### config.mk
export PLATFORM = sky130hd
export DESIGN_NAME = hazard_ctrl
export DESIGN_NICKNAME = d
export VERILOG_FILES = /design/src/rtl/hazard_ctrl_pkg.sv /design/src/rtl/hazard_ctrl_sat_counter.sv /design/src/rtl/hazard_ctrl.sv
export SDC_FILE = /design/constraint.sdc
export NUM_CORES = 1
export LEC_CHECK = 0
export CAP_MARGIN = 20
export CORE_ASPECT_RATIO = 1.1
export CORE_MARGIN = 10
export CORE_UTILIZATION = 45
export CTS_CLUSTER_DIAMETER = 150
export DETAILED_ROUTE_END_ITERATION = 6
export PLACE_DENSITY = 0.8
export SLEW_MARGIN = 20
export SYNTH_ARGS = -nofsm -noshare
export SYNTH_HDL_FRONTEND = slang
export SYNTH_HIERARCHICAL = 1
export SYNTH_SLANG_ARGS = --single-unit
### constraint.sdc
create_clock -name clk -period 4.4 [get_ports clk]
set_input_delay 0.44 -clock clk [delete_from_list [all_inputs] [get_ports clk]]
set_output_delay 0.44 -clock clk [all_outputs]
set_load 0.01 [all_outputs]
### src/rtl/hazard_ctrl_pkg.sv
// -----------------------------------------------------------------------------
// hazard_ctrl_pkg
//   Shared types for the pipeline hazard controller.
//   - hz_state_e  : sequencer state (normal run, data-memory wait, timeout error)
//   - pipe_ctrl_t : the seven per-stage stall/flush bits, bundled so the
//                   decision logic can build a whole control word at once
//   - run_ctrl()  : control word for the redirect / load-use rules that apply
//                   whenever the pipeline is free to advance
// -----------------------------------------------------------------------------
package hazard_ctrl_pkg;

    typedef enum logic [1:0] {
        S_RUN      = 2'd0,
        S_MEM_WAIT = 2'd1,
        S_ERR      = 2'd2
    } hz_state_e;

    typedef struct packed {
        logic pc_stall;
        logic if_id_stall;
        logic if_id_flush;
        logic id_ex_stall;
        logic id_ex_flush;
        logic ex_mem_stall;
        logic mem_wb_flush;
    } pipe_ctrl_t;

    localparam pipe_ctrl_t CTRL_NONE = '0;

    // Freeze everything up to and including EX/MEM; MEM/WB receives a bubble
    // so the stalled memory instruction is not written back twice.
    localparam pipe_ctrl_t CTRL_MEM_STALL = '{
        pc_stall:     1'b1,
        if_id_stall:  1'b1,
        if_id_flush:  1'b0,
        id_ex_stall:  1'b1,
        id_ex_flush:  1'b0,
        ex_mem_stall: 1'b1,
        mem_wb_flush: 1'b1
    };

    // A redirect squashes both younger instructions, which also makes any
    // load-use dependence of the ID instruction irrelevant.
    function automatic pipe_ctrl_t run_ctrl(input logic redirect, input logic luh);
        pipe_ctrl_t c;
        c = CTRL_NONE;
        if (redirect) begin
            c.if_id_flush = 1'b1;
            c.id_ex_flush = 1'b1;
        end else if (luh) begin
            c.pc_stall    = 1'b1;
            c.if_id_stall = 1'b1;
            c.id_ex_flush = 1'b1;
        end
        return c;
    endfunction

endpackage

### src/rtl/hazard_ctrl_sat_counter.sv
// -----------------------------------------------------------------------------
// sat_counter
//   Saturating up-counter used for the stall/flush performance counters.
//   Ports:
//     clk, rst_n : clock, asynchronous active-low reset (clears the count)
//     inc        : add one this cycle (ignored once the count is all-ones)
//     clr        : synchronous clear, takes priority over inc
//     cnt        : current count
// -----------------------------------------------------------------------------
module sat_counter #(
    parameter int W = 32
) (
    input  logic         clk,
    input  logic         rst_n,
    input  logic         inc,
    input  logic         clr,
    output logic [W-1:0] cnt
);

    // NOTE: sequential state is assigned with non-blocking (<=) so every flop
    // samples pre-edge values regardless of block evaluation order.
    always_ff @(posedge clk or negedge rst_n) begin
        if (!rst_n) begin
            cnt <= '0;
        end else if (clr) begin
            cnt <= '0;
        end else if (inc && (cnt != {W{1'b1}})) begin
            cnt <= cnt + W'(1);
        end
    end

endmodule

### src/rtl/hazard_ctrl.sv
// -----------------------------------------------------------------------------
// hazard_ctrl
//   Central stall/flush sequencer for the 5-stage core. Resolves load-use
//   dependences, EX-stage redirects and multi-cycle data-memory waits, and
//   keeps stall/flush performance counters plus a sticky memory-timeout flag.
//
//   Ports:
//     clk, rst_n                     clock, asynchronous active-low reset
//     ID_rs1_i/ID_rs2_i              source registers of the ID instruction
//     ID_uses_rs1_i/ID_uses_rs2_i    the ID instruction actually reads them
//     EX_rd_i, EX_MemRead_i          destination / load flag of the EX instruction
//     EX_redirect_i                  taken branch or jump resolved in EX
//     MEM_req_i, MEM_ready_i         data-memory access active / completing
//     pc_stall_o ... MEM_WB_flush_o  per-stage controls (combinational)
//     mem_timeout_o                  sticky: memory wait exceeded MEM_TIMEOUT
//     stall_cnt_o                    cycles with pc_stall_o high (saturating)
//     flush_cnt_o                    cycles with ID_EX_flush_o high (saturating)
// -----------------------------------------------------------------------------
module hazard_ctrl
    import hazard_ctrl_pkg::*;
#(
    parameter int REG_ADDR_W  = 5,
    parameter int MEM_TIMEOUT = 64,
    parameter int CNT_W       = 32
) (
    input  logic                  clk,
    input  logic                  rst_n,
    input  logic [REG_ADDR_W-1:0] ID_rs1_i,
    input  logic [REG_ADDR_W-1:0] ID_rs2_i,
    input  logic                  ID_uses_rs1_i,
    input  logic                  ID_uses_rs2_i,
    input  logic [REG_ADDR_W-1:0] EX_rd_i,
    input  logic                  EX_MemRead_i,
    input  logic                  EX_redirect_i,
    input  logic                  MEM_req_i,
    input  logic                  MEM_ready_i,
    output logic                  pc_stall_o,
    output logic                  IF_ID_stall_o,
    output logic                  IF_ID_flush_o,
    output logic                  ID_EX_stall_o,
    output logic                  ID_EX_flush_o,
    output logic                  EX_MEM_stall_o,
    output logic                  MEM_WB_flush_o,
    output logic                  mem_timeout_o,
    output logic [CNT_W-1:0]      stall_cnt_o,
    output logic [CNT_W-1:0]      flush_cnt_o
);

    localparam int WAIT_W = $clog2(MEM_TIMEOUT + 1);
    localparam logic [WAIT_W-1:0] WAIT_LIMIT = WAIT_W'(MEM_TIMEOUT);

    hz_state_e         state, state_nxt;
    logic [WAIT_W-1:0] wait_cnt, wait_cnt_nxt;
    logic              timeout_nxt;
    logic              luh;
    logic              mem_wait;
    logic [WAIT_W-1:0] wait_inc;
    pipe_ctrl_t        ctrl;
    pipe_ctrl_t        ctrl_out;

    // Register 0 is hard-wired, so a load targeting it never creates a hazard.
    assign luh = EX_MemRead_i && (EX_rd_i != '0) &&
                 ((ID_uses_rs1_i && (ID_rs1_i == EX_rd_i)) ||
                  (ID_uses_rs2_i && (ID_rs2_i == EX_rd_i)));

    // A ready without a request is meaningless and is not treated as a wait.
    assign mem_wait = MEM_req_i && !MEM_ready_i;
    assign wait_inc = wait_cnt + WAIT_W'(1);

    // NOTE: every signal driven here gets a default first, so no path can
    // leave it unassigned and infer a latch.
    always_comb begin
        ctrl         = CTRL_NONE;
        state_nxt    = state;
        wait_cnt_nxt = wait_cnt;
        timeout_nxt  = mem_timeout_o;

        case (state)
            S_RUN: begin
                if (mem_wait) begin
                    // The cycle that discovers the wait is the first wait cycle.
                    ctrl         = CTRL_MEM_STALL;
                    wait_cnt_nxt = WAIT_W'(1);
                    state_nxt    = S_MEM_WAIT;
                end else begin
                    ctrl = run_ctrl(EX_redirect_i, luh);
                end
            end

            S_MEM_WAIT: begin
                if (MEM_ready_i) begin
                    // Release cycle: EX/ID were frozen, so their hazards are
                    // evaluated now with the normal run rules.
                    ctrl         = run_ctrl(EX_redirect_i, luh);
                    wait_cnt_nxt = '0;
                    state_nxt    = S_RUN;
                end else begin
                    ctrl         = CTRL_MEM_STALL;
                    wait_cnt_nxt = wait_inc;
                    if (wait_inc >= WAIT_LIMIT) begin
                        timeout_nxt = 1'b1;
                        state_nxt   = S_ERR;
                    end
                end
            end

            S_ERR: begin
                ctrl = CTRL_MEM_STALL;
            end

            default: begin
                ctrl      = CTRL_MEM_STALL;
                state_nxt = S_ERR;
            end
        endcase
    end

    always_ff @(posedge clk or negedge rst_n) begin
        if (!rst_n) begin
            state         <= S_RUN;
            wait_cnt      <= '0;
            mem_timeout_o <= 1'b0;
        end else begin
            state         <= state_nxt;
            wait_cnt      <= wait_cnt_nxt;
            mem_timeout_o <= timeout_nxt;
        end
    end

    // Controls are forced low for the whole reset window, not just after the
    // state flops clear, so a reset between edges silences them immediately.
    assign ctrl_out = rst_n ? ctrl : CTRL_NONE;

    assign pc_stall_o     = ctrl_out.pc_stall;
    assign IF_ID_stall_o  = ctrl_out.if_id_stall;
    assign IF_ID_flush_o  = ctrl_out.if_id_flush;
    assign ID_EX_stall_o  = ctrl_out.id_ex_stall;
    assign ID_EX_flush_o  = ctrl_out.id_ex_flush;
    assign EX_MEM_stall_o = ctrl_out.ex_mem_stall;
    assign MEM_WB_flush_o = ctrl_out.mem_wb_flush;

    sat_counter #(.W(CNT_W)) u_stall_cnt (
        .clk   (clk),
        .rst_n (rst_n),
        .inc   (ctrl_out.pc_stall),
        .clr   (1'b0),
        .cnt   (stall_cnt_o)
    );

    sat_counter #(.W(CNT_W)) u_flush_cnt (
        .clk   (clk),
        .rst_n (rst_n),
        .inc   (ctrl_out.id_ex_flush),
        .clr   (1'b0),
        .cnt   (flush_cnt_o)
    );

endmodule

==> impl_metrics.ini, run 1 <==
[power_and_ir_drop]
p_comb_frac = 0.082
powerDensity_nw_per_um2 = 245
ir_drop_uv = 154
switching_share = 0.243
switching_power_mw = 0.339
total_power_mw = 1.40
clock_power_share = 0.420
intPower_mw = 1.06
p_leak_nw = 2.25
seqPwrFrac = 0.499

[timing]
maxSlewHeadroom = 0.501
skew_ps = 10.7
min_period_ps = 3500
setup_violations = 0
hold_viol = 0
setup_slack_ps = 904
max_freq_mhz = 286
rsz0062_at_grt = no
holdWs_ps = 471
finalCritPeriodShare = 0.795
maxSlewViolCount = 0
worst_slew_pin_slew_ps = 748
setup-tns-final_ps = 0

[global_route]
gr-total-overflow = 0
grt_max_degree = 60
grt_pass1_wl_um = 19500
grt_pass1_vias = 3911
antenna_found_initial = 0
track_usage = 0.165

[logic_synthesis]
ys_seq_area_frac = 0.417
synth-seq-cells = 74
ys.flop_type = dfrtp_1
synth_fa_ha_area_frac = 0.00846
synth_compound_area_frac = 0.133
synth-edff-count = 0
async_flop_share = 1.00
synth.area.top_cells = dfrtp_1 42%, xnor2_1 4.9%, nor2_1 4.8%
synth_cells = 478
synth_top_family_by_area = simple AND/OR/NAND/NOR gates
ys_warn_count = 6
mappedNetlistArea_um2 = 4440
synth_simple_gate_area_frac = 0.289
yosysUniqueCellTypes = 52
syn_area_per_cell_um2 = 9.28
yosysTopAreaCellShare = 0.417
synth-xor-area-share = 0.0770
synthMuxAreaShare = 0.0367
yosys.area.top_type = dfrtp_1

[worst_setup_path]
cp_max_fo = 19
crit_type = in2reg
r2r_slack_ps = 1200
reg2reg_to = u_flush_cnt/cnt[31]
cp-end-kind = flip-flop
arrival_ps = 3730
timing.rr.start = state[0]
rr_worst_depth = 8
worst_ep_required_time_ps = 4640
startpoint_type = primary input

[die]
rows = 37
core_um2 = 9490
start_util = 0.467
chipHeight_um = 124
ios = 95
die_area_um2 = 14200
die_w_um = 115

[cts]
clkTransAtPathRegs_ps = 80
cts_tree = built
htree_levels = 3
cts_buffers = 9
cts-resized-gates = 0
clock_path_buffers = 2
clock-root-buffer = clkbuf_8
clk_latency_ps = 350
clock-sinks = 74

[detailed_routing]
wl_per_cell_um = 16.8
num_vias = 4024
drcViolationCount = 0
drtIter0Drc = 201
ant_nets = 0
first_pass_iters = 4
viasPerCell = 5.77
routed_wl_um = 11700

[min_path]
holdPathStages = 2
hp-start = mem_timeout_o
hold_end = mem_timeout_o
hold_class = reg2reg

[place]
post-place-ws_ps = 753
dp.cells = 680
dp_hpwl_um = 8550
place_area_um2 = 5470
portBuffers = 94
place_congestion = 0.839

[cells_and_area]
post-route-util = 0.600
area_growth_pct = 28.5
n_fill_cell = 786
nNetsFinal = 601
final_common_cell = clkdlybuf4s50_1
final_cell_mix = 93 x clkdlybuf4s50_1, 74 x dfrtp_1, 57 x nor2_1
design_area_um2 = 5700
fin_cells = 697
antennaDiodeCount = 0
drive_gt1_frac = 0.0948

[job]
maxCapViolCount = 0

[run_status]
status = completed
[synth_stat cells (all sizes together), types with 3 or more instances]
cell    instances
nand3          29
o31ai          10
inv            20
nor2           57
and3           17
a211oi         13
clkbuf          9
xor2           14
xnor2          25
or3            11
or4             9
nor4           16
a31o            4
a21oi          23
nand2b          5
mux2           12
o21ai          13
and2            8
a31oi           5
a21o            7
buf             9
nand4          14
nand2          26
ha              3
nor2b          13
dfrtp          74
nor3            9
[how the worst max path moves through the flow]
| stage | start | end | slack, ps | cells after the start |
|---|---|---|---|---|
| floorplan | EX_rd_i[3] | u_stall_cnt/cnt[31] | 1110 | 10 |
| global placement | EX_rd_i[3] | u_stall_cnt/cnt[31] | 870 | 11 |
| detailed placement | MEM_ready_i | u_flush_cnt/cnt[31] | 750 | 9 |
| CTS | rst_n | u_flush_cnt/cnt[31] | 940 | 10 |
| global route | rst_n | u_flush_cnt/cnt[31] | 710 | 10 |
| finish | rst_n | u_flush_cnt/cnt[31] | 900 | 10 |
[power by group through the flow]
stage                     sequential, mW  combinational (mW)  clock, mW
after floorplan                    0.708              0.0549          0
after global placement             0.709               0.108          0
after detailed placement           0.709               0.111          0
after CTS                          0.695               0.112      0.600
after global routing               0.697               0.127      0.630
final                              0.696               0.114      0.586
[sequential cells by signal (all words and copies together) (netlist names)]
name / count
mem_timeout_o: 1
state: 2
u_stall_cnt/cnt: 32
u_flush_cnt/cnt: 32
wait_cnt: 7
[cell type report]
type | instances | area [um^2] | area share
clock buffer | 9 | 124 | 0.0217
inverter | 20 | 75.1 | 0.0132
tap | 117 | 146 | 0.0257
multi-input combinational | 373 | 2440 | 0.429
sequential | 74 | 1850 | 0.325
clock inverter | 7 | 93.8 | 0.0165
timing repair buffer | 97 | 963 | 0.169
[what timing repair did]
action,4_1_cts,5_1_grt
endpoints found under the hold margin,15,0
setup buffers,0,0
hold buffers,1,0
[metal layers]
layer  part of all wire  track usage
met3              0.095       0.0577
met1               0.44        0.210
met4             0.0051       0.0368
met5                  0            0
met2               0.46        0.262
[critical path, cell delays in order]
cell and delay, ps:
dlygate4sd3_1 530, buf_4 260, inv_1 90, or4_1 500, o21bai_1 340, and3_1 310, nand4_1 130, a21o_1 380
nor4_1 380, mux2_2 370
[logic make-up after synthesis]
group / Yosys count
AO/OA/AOI/OAI: 85
XOR/XNOR: 39
adder cells (fa/ha/maj): 3
buffers and inverters: 38
flip-flops: 74
multiplexers: 14
other: 1
AND/OR/NAND/NOR: 224
Note: power is estimated with default switching activity, not from simulation.
==> run 2: changes to the inputs <==
==> constraint.sdc (replaced) <==
create_clock -name clk -period 3.5 [get_ports clk]
set_input_delay 0.35 -clock clk [delete_from_list [all_inputs] [get_ports clk]]
set_output_delay 0.35 -clock clk [all_outputs]
set_load 0.01 [all_outputs]
==> impl_metrics.ini, run 2 (synthesis results as in run 1) <==
[run_status]
status = completed

[global_route]
grt_pass1_vias = 3991
grt_pass1_wl_um = 19500
grt_max_degree = 54
antenna_found_initial = 0
track_usage = 0.166
gr-total-overflow = 0

[die]
ios = 95
core_um2 = 9490
chipHeight_um = 124
rows = 37
die_w_um = 115
die_area_um2 = 14200
start_util = 0.467

[cells_and_area]
reg_top3 = u_flush_cnt/cnt (32), u_stall_cnt/cnt (32), wait_cnt (7)
final_common_cell = clkdlybuf4s50_1
nNetsFinal = 609
drive_gt1_frac = 0.104
n_fill_cell = 791
antennaDiodeCount = 0
area_growth_pct = 29.8
final_cell_mix = 93 x clkdlybuf4s50_1, 74 x dfrtp_1, 57 x nor2_1

[timing]
setup-tns-final_ps = 0
maxSlewHeadroom = 0.493
finalCritPeriodShare = 0.873
max_freq_mhz = 327
skew_ps = 13.2
hold_viol = 0
min_period_ps = 3060
setup_slack_ps = 443
maxSlewViolCount = 0
rsz0062_at_grt = no
setup_violations = 0
worst_slew_pin_slew_ps = 754

[place]
dp_hpwl_um = 8920
portBuffers = 94
place_congestion = 0.884
post-place-ws_ps = 134

[cts]
clock-sinks = 74
clk_latency_ps = 350
cts_tree = built
clock_path_buffers = 2
clkTransAtPathRegs_ps = 70
cts_buffers = 9
htree_levels = 3
cts_setup_buffers = 0
clock-root-buffer = clkbuf_8

[power_and_ir_drop]
p_leak_nw = 2.29
ir_drop_uv = 202
powerDensity_nw_per_um2 = 307

[worst_setup_path]
crit_type = in2reg
arrival_ps = 3280
rr_worst_depth = 9
cp_max_fo = 10
cp-end-kind = flip-flop
r2r_slack_ps = 500
worst_ep_required_time_ps = 3730
startpoint_type = primary input

[detailed_routing]
drtIter0Drc = 220
routed_wl_um = 12100
ant_nets = 0
num_vias = 4034
first_pass_iters = 5
viasPerCell = 5.72
wl_per_cell_um = 17.2
drcViolationCount = 0

[job]
maxCapViolCount = 0

[min_path]
holdPathStages = 2
hold_class = reg2reg
[run 2: metrics by stage]
stage               total power [mW]  instance area, um^2  hold WS (ps)  utilization  instances
global placement                1.03                 5530           377        0.583        688
floorplan                      0.959                 4460          54.4            -        485
global route                    1.84                 5760           516        0.607        705
finish                          1.77                 5760           463        0.607        705
detailed placement              1.03                 5530           374        0.583        688
CTS                             1.79                 5760           473        0.607        705
[run 2: final timing paths]
kind	startpoint	endpoint
worst max-delay path	MEM_req_i	u_flush_cnt/cnt[19]
worst min-delay path	mem_timeout_o	mem_timeout_o
worst max register to register	state[0]	u_flush_cnt/cnt[19]
worst min register to register	mem_timeout_o	mem_timeout_o
max in group asynchronous	rst_n	u_stall_cnt/cnt[27]
min in group asynchronous	rst_n	wait_cnt[2]
[run 2: worst max-delay path, cell delays in order]
cell	delay [ps]
clkdlybuf4s50_1	500
o21ba_2	260
or4_1	470
o21bai_1	200
and3_1	230
nand4_1	120
a21o_1	290
buf_4	220
nor3_1	250
mux2_2	390
[run 2: layout make-up]
type | instances | area (um^2) | area share
well taps | 117 | 146 | 0.0254
clock buffers | 12 | 145 | 0.0252
clock inverters | 4 | 73.8 | 0.0128
repair buffers | 105 | 1020 | 0.178
inverters | 20 | 75.1 | 0.0130
flip-flops and latches | 74 | 1850 | 0.322
multi-input cells | 373 | 2440 | 0.424
[run 2: power by group]
group	switching, mW	internal (mW)
sequential	0.0112	0.863
combinational	0.0795	0.0674
clock	0.325	0.423
[run 2: repair_timing]
| item | in CTS | in global routing |
|---|---|---|
| hold buffers | 1 | 0 |
| endpoints found under the hold margin | 20 | 0 |
| resized for setup | 0 | 0 |
[run 2: routing by layer]
metal  up-vias  part of all wire  GRT usage
li1       1926                 -          -
met1      1945              0.43      0.204
met2       148              0.47      0.271
met3        15             0.082     0.0462
met4         0             0.014     0.0619
met5         -                 0          0
